File: src/rtl/serial_pkg.sv
// Shared definitions for the serial frame transmitter: FSM encoding,
// idle line level, default bit period and the parity helper.
package serial_pkg;

    typedef enum logic [2:0] {
        ST_IDLE   = 3'd0,
        ST_START  = 3'd1,
        ST_DATA   = 3'd2,
        ST_PARITY = 3'd3,
        ST_STOP   = 3'd4
    } state_t;

    localparam logic LINE_IDLE = 1'b1;
    localparam int unsigned DEFAULT_CLKS_PER_BIT = 32'd4;

    // Even parity: the bit that makes the total count of ones even.
    function automatic logic even_parity(input logic [7:0] data);
        even_parity = ^data;
    endfunction

endpackage

File: src/rtl/bit_tick_gen.sv
// Bit-period counter: tick_o marks the last cycle of each bit period,
// pre_tick_o marks the cycle whose successor is the last of a period.
module bit_tick_gen #(
    parameter int unsigned CLKS_PER_BIT = 32'd4
) (
    input  logic clk_i,
    input  logic rst_ni,
    input  logic restart_i,
    input  logic en_i,
    output logic tick_o,
    output logic pre_tick_o
);

    localparam int CW = $clog2(CLKS_PER_BIT + 1);
    localparam logic [CW-1:0] LAST = CW'(CLKS_PER_BIT - 1);
    localparam logic [CW-1:0] PRE  = CW'((CLKS_PER_BIT > 1) ? (CLKS_PER_BIT - 2) : 0);

    logic [CW-1:0] cnt_q;
    logic [CW-1:0] cnt_d;

    assign tick_o     = (cnt_q == LAST);
    // With one cycle per bit every cycle is the last one of its period.
    assign pre_tick_o = (CLKS_PER_BIT == 1) ? 1'b1 : (cnt_q == PRE);

    // Next count: restart, wrap at the bit boundary, or park at zero when idle.
    always_comb begin
        cnt_d = cnt_q;
        if (restart_i) begin
            cnt_d = '0;
        end else if (en_i) begin
            if (tick_o) begin
                cnt_d = '0;
            end else begin
                cnt_d = cnt_q + CW'(1);
            end
        end else begin
            cnt_d = '0;
        end
    end

    // Counter register with synchronous active-low clear.
    always_ff @(posedge clk_i) begin
        if (!rst_ni) begin
            cnt_q <= '0;
        end else begin
            cnt_q <= cnt_d;
        end
    end

endmodule

File: src/rtl/serial_frame_tx.sv
// Serial frame transmitter: start bit, 8 data bits LSB first, optional
// even parity, stop bit. All outputs come straight from flip-flops.
module serial_frame_tx
    import serial_pkg::*;
#(
    parameter int unsigned CLKS_PER_BIT = DEFAULT_CLKS_PER_BIT,
    parameter bit          PARITY_EN    = 1'b1
) (
    input  logic       clk,
    input  logic       reset,
    input  logic [7:0] tx_data,
    input  logic       tx_valid,
    output logic       tx_ready,
    output logic       dout,
    output logic       busy,
    output logic       frame_done
);

    state_t     state_q;
    logic [7:0] shift_q;
    logic [2:0] bit_idx_q;
    logic       parity_q;
    logic       dout_q;
    logic       busy_q;
    logic       tx_ready_q;
    logic       frame_done_q;

    logic accept_s;
    logic tick_s;
    logic pre_tick_s;
    logic next_is_stop_s;
    logic frame_done_d;

    bit_tick_gen #(
        .CLKS_PER_BIT(CLKS_PER_BIT)
    ) u_tick (
        .clk_i     (clk),
        .rst_ni    (reset),
        .restart_i (accept_s),
        .en_i      (busy_q),
        .tick_o    (tick_s),
        .pre_tick_o(pre_tick_s)
    );

    // Handshake decode and look-ahead for the final stop-bit cycle.
    always_comb begin
        accept_s       = (state_q == ST_IDLE) && tx_valid && tx_ready_q;
        next_is_stop_s = 1'b0;
        if (state_q == ST_PARITY) begin
            next_is_stop_s = 1'b1;
        end else if ((state_q == ST_DATA) && (bit_idx_q == 3'd7) && (PARITY_EN == 1'b0)) begin
            next_is_stop_s = 1'b1;
        end else begin
            next_is_stop_s = 1'b0;
        end
        // Raise frame_done so that it lands exactly on the last stop-bit cycle.
        if (tick_s) begin
            frame_done_d = pre_tick_s && next_is_stop_s;
        end else begin
            frame_done_d = pre_tick_s && (state_q == ST_STOP);
        end
    end

    // Frame FSM with shift register and registered line/status outputs.
    always_ff @(posedge clk) begin
        if (!reset) begin
            state_q      <= ST_IDLE;
            shift_q      <= 8'h00;
            bit_idx_q    <= 3'd0;
            parity_q     <= 1'b0;
            dout_q       <= LINE_IDLE;
            busy_q       <= 1'b0;
            tx_ready_q   <= 1'b0;
            frame_done_q <= 1'b0;
        end else begin
            frame_done_q <= frame_done_d;
            case (state_q)
                ST_IDLE: begin
                    if (accept_s) begin
                        state_q    <= ST_START;
                        shift_q    <= tx_data;
                        parity_q   <= even_parity(tx_data);
                        bit_idx_q  <= 3'd0;
                        dout_q     <= 1'b0;
                        busy_q     <= 1'b1;
                        tx_ready_q <= 1'b0;
                    end else begin
                        dout_q     <= LINE_IDLE;
                        busy_q     <= 1'b0;
                        tx_ready_q <= 1'b1;
                    end
                end
                ST_START: begin
                    if (tick_s) begin
                        state_q   <= ST_DATA;
                        dout_q    <= shift_q[0];
                        shift_q   <= {1'b0, shift_q[7:1]};
                        bit_idx_q <= 3'd0;
                    end
                end
                ST_DATA: begin
                    if (tick_s) begin
                        if (bit_idx_q == 3'd7) begin
                            if (PARITY_EN) begin
                                state_q <= ST_PARITY;
                                dout_q  <= parity_q;
                            end else begin
                                state_q <= ST_STOP;
                                dout_q  <= LINE_IDLE;
                            end
                        end else begin
                            bit_idx_q <= bit_idx_q + 3'd1;
                            dout_q    <= shift_q[0];
                            shift_q   <= {1'b0, shift_q[7:1]};
                        end
                    end
                end
                ST_PARITY: begin
                    if (tick_s) begin
                        state_q <= ST_STOP;
                        dout_q  <= LINE_IDLE;
                    end
                end
                ST_STOP: begin
                    if (tick_s) begin
                        state_q    <= ST_IDLE;
                        dout_q     <= LINE_IDLE;
                        busy_q     <= 1'b0;
                        tx_ready_q <= 1'b1;
                    end
                end
                default: begin
                    state_q    <= ST_IDLE;
                    dout_q     <= LINE_IDLE;
                    busy_q     <= 1'b0;
                    tx_ready_q <= 1'b0;
                end
            endcase
        end
    end

    assign tx_ready   = tx_ready_q;
    assign dout       = dout_q;
    assign busy       = busy_q;
    assign frame_done = frame_done_q;

endmodule

File: config.mk
export PLATFORM = sky130hd
export DESIGN_NAME = serial_frame_tx
export DESIGN_NICKNAME = d
export VERILOG_FILES = /design/src/rtl/serial_pkg.sv /design/src/rtl/bit_tick_gen.sv /design/src/rtl/serial_frame_tx.sv
export SDC_FILE = /design/constraint.sdc
export NUM_CORES = 1
export LEC_CHECK = 0
export BUFFER_PORTS_ARGS = -buffer_cell sky130_fd_sc_hd__buf_2
export CORE_UTILIZATION = 45
export CTS_CLUSTER_SIZE = 24
export DETAILED_ROUTE_END_ITERATION = 12
export PLACE_DENSITY = 0.65
export SETUP_SLACK_MARGIN = 0.5
export SYNTH_ARGS = -nofsm -noshare
export SYNTH_HDL_FRONTEND = slang
export SYNTH_SLANG_ARGS = --single-unit
export TNS_END_PERCENT = 1
File: constraint.sdc
create_clock -name clk -period 1.9 [get_ports clk]
set_clock_uncertainty 0.05 [all_clocks]
set_input_delay 0.285 -clock clk [delete_from_list [all_inputs] [get_ports clk]]
set_output_delay 0.285 -clock clk [all_outputs]
set_load 0.1 [all_outputs]
==> flow_summary.json <==
{
  "power_density_nw_per_um2": 680,
  "grt_pass1_wl_um": 5070,
  "r2r_start": "u_tick.cnt_q[1]",
  "critical_path_required_ns": 2.07,
  "peakVddDrop_mv": 0.496,
  "yosys.area.top_type": "dfxtp_1",
  "insertion_delay_ns": 0.32,
  "final.setup.tns_ns": 0,
  "grt-ovfl-total": 0,
  "tightest_slew_ns": 0.520,
  "hold_viol": 0,
  "total_power_uw": 1110,
  "antenna_found_initial": 0,
  "clk_pin_slew_ns": 0.14,
  "cts_hold_buf": 0,
  "cts-root-buf": "clkbuf_4",
  "max_freq_mhz": 573,
  "wl_per_cell_um": 15.9,
  "core_area_um2": 2480,
  "whs_ns": 0.193,
  "cts_made_buffers": 3,
  "ant_nets": 0,
  "endpoint_kind": "flop",
  "viasPerCell": 5.66,
  "first_pass_iters": 6,
  "cp-startpoint": "u_tick.cnt_q[1]",
  "die_w_um": 53.3,
  "fin_crit_ns": 1.75,
  "ys_types": 33,
  "track_usage": 0.250,
  "io_buffers": 14,
  "worst_setup_path_start_kind": "flop",
  "fin_area_um2": 1630,
  "avgSynthCellArea_um2": 8.90,
  "cts_sinks": 22,
  "p_leak_uw": 0.000617,
  "drtIter0Drc": 33,
  "place.gp.congestion": 0.811,
  "cts_max_level": 1,
  "drive_gt1_frac": 0.442,
  "dieArea_um2": 2840,
  "reg2reg_depth": 8,
  "crit_path_max_fanout": 6,
  "yosysWarnings": 0,
  "rsz0062_at_grt": "yes",
  "dp_hpwl_um": 1710,
  "crit_type": "reg -> reg",
  "ff2ff_setup_slack_ns": 0.15,
  "period_share": 0.919,
  "grt_pass1_vias": 1107,
  "cts_tree": "done",
  "yosys-top-cells-area": "dfxtp_1 37%, a311oi_2 8.9%, xnor2_1 5.9%",
  "ys_seq_area_frac": 0.372,
  "r2r-end": "bit_idx_q[2]",
  "ios": 15,
  "grt_max_degree": 15,
  "ctsLongestPathBuffers": 2,
  "maxCapViolCount": 0,
  "initial_core_util": 0.478,
  "synth_seq_cells": 22,
  "dieHeight_um": 53.3,
  "nNetsFinal": 182,
  "syn_to_final_growth_pct": 37.8,
  "drc": 0,
  "setup_violations": 0,
  "slew_violations": 0,
  "routed_wl_um": 3110,
  "synth_cells": 133,
  "run_status": "finished clean",
  "syn-num-nets": 149,
  "hold_class": "in -> reg",
  "crit_arrival_ns": 1.92,
  "synth_area_um2": 1180,
  "relSlewSlack": 0.653,
  "placed_cell_area_um2": 1350,
  "critPathCapture": "bit_idx_q[2]",
  "vias": 1104,
  "antennaDiodeCount": 0,
  "rows": 18,
  "synth_top_area_frac": 0.372
}
final cells by class:
type | instances | area [um2]
multi-input combinational | 99 | 845
sequential | 22 | 452
fill | 202 | 846
clock buffer | 4 | 36.3
timing repair buffer | 34 | 239
tap | 30 | 37.5
inverter | 6 | 22.5
metrics by stage:
stage	util	worst slack [ns]	std cells
floorplan	-	0.262	133
CTS	0.642	0.171	193
detailed placement	0.545	0.0584	173
finish	0.659	0.154	195
global placement	0.545	0.116	173
global route	0.659	0.118	195
state kept, by name (all words and copies together), names as in the netlist:
register      flops
dout              1
parity_q          1
state_q           3
shift_q           8
tx_ready          1
u_tick.cnt_q      3
frame_done        1
bit_idx_q         3
busy              1
per-layer routing:
metal / track usage / wire length (um) / share of wire
met5: 0 / 0 / 0
met4: 0.0526 / 21 / 0.0068
met3: 0.0546 / 93 / 0.030
met2: 0.442 / 1630 / 0.52
met1: 0.305 / 1360 / 0.44
synthesized netlist by cell type:
| cell type | count |
|---|---|
| nand4_1 | 1 |
| nor3_1 | 3 |
| nor2_1 | 12 |
| clkbuf_1 | 4 |
| o211ai_1 | 1 |
| buf_4 | 2 |
| xnor2_2 | 1 |
| nor2_2 | 2 |
| xnor2_1 | 8 |
| nand2b_1 | 2 |
| or4_1 | 1 |
| nor2b_1 | 1 |
| o21ai_0 | 11 |
| nand3b_1 | 1 |
| and3_1 | 3 |
| ha_1 | 5 |
| a2111oi_0 | 2 |
| o21ai_1 | 4 |
| buf_6 | 2 |
| nor4_1 | 1 |
| a21o_1 | 1 |
| xor2_1 | 1 |
| o21a_1 | 3 |
| a21oi_1 | 4 |
| a311oi_2 | 7 |
| a211o_1 | 1 |
| nor3b_1 | 2 |
| nand3_1 | 2 |
| o22ai_1 | 1 |
| o311a_4 | 1 |
| inv_1 | 6 |
| nand2_1 | 15 |
| dfxtp_1 | 22 |
power breakdown:
part / internal (uW) / switching, uW / total [uW] / leakage (uW)
combinational: 142 / 172 / 314 / 0.000413
clock: 117 / 154 / 271 / 0.0000210
sequential: 492 / 32.6 / 525 / 0.000183
total: 751 / 358 / 1110 / 0.000617
cell families (layout without fill, tap and decap cells):
group	Yosys count	in the layout	share of synthesized area
buffers and inverters	14	44	0.0634
AND/OR/NAND/NOR	46	46	0.185
XOR/XNOR	10	10	0.0803
adder cells (fa/ha/maj)	5	5	0.0529
AO/OA/AOI/OAI	36	38	0.246
flip-flops	22	22	0.372
layout by cell type (no fill, tap or decap), types with 2 or more instances in the layout:
cell type,Yosys,final
nand2_1,15,15
dfxtp_2,0,6
o21ai_0,11,11
nor2_2,2,2
inv_1,6,6
nor2_1,12,6
o311a_4,1,3
xnor2_1,8,8
buf_6,2,5
clkbuf_4,0,3
nor2_4,0,6
dfxtp_1,22,15
buf_2,0,14
a21oi_1,4,4
and3_1,3,3
o21a_1,3,3
a311oi_2,7,7
nor3_1,3,3
buf_4,2,15
ha_4,0,4
o21ai_1,4,4
how the worst min path moves through the flow:
stage                          from               to  slack, ns  cells after the start
floorplan           u_tick.cnt_q[0]  u_tick.cnt_q[0]       0.37                      1
global placement    u_tick.cnt_q[0]  u_tick.cnt_q[0]       0.38                      1
finish                        reset             dout       0.19                      2
detailed placement  u_tick.cnt_q[0]  u_tick.cnt_q[0]       0.39                      1
CTS                           reset             dout       0.21                      2
global route                  reset             dout       0.19                      2
repair_timing:
| action | CTS | global route |
|---|---|---|
| buffers inserted | 14 | 2 |
| gates cloned | 2 | 0 |
| resized for setup | 17 | 6 |
| pin swaps | 6 | 2 |
| endpoints found under the setup margin | 23 | 26 |
critical path: stages (launching register included):
cell	delay [ns]
dfxtp_2	0.36
ha_4	0.16
ha_4	0.16
nor2b_4	0.14
o311a_4	0.42
buf_6	0.13
buf_6	0.11
nand3_2	0.06
o21ai_1	0.07
(Power assumes the default switching activity.)
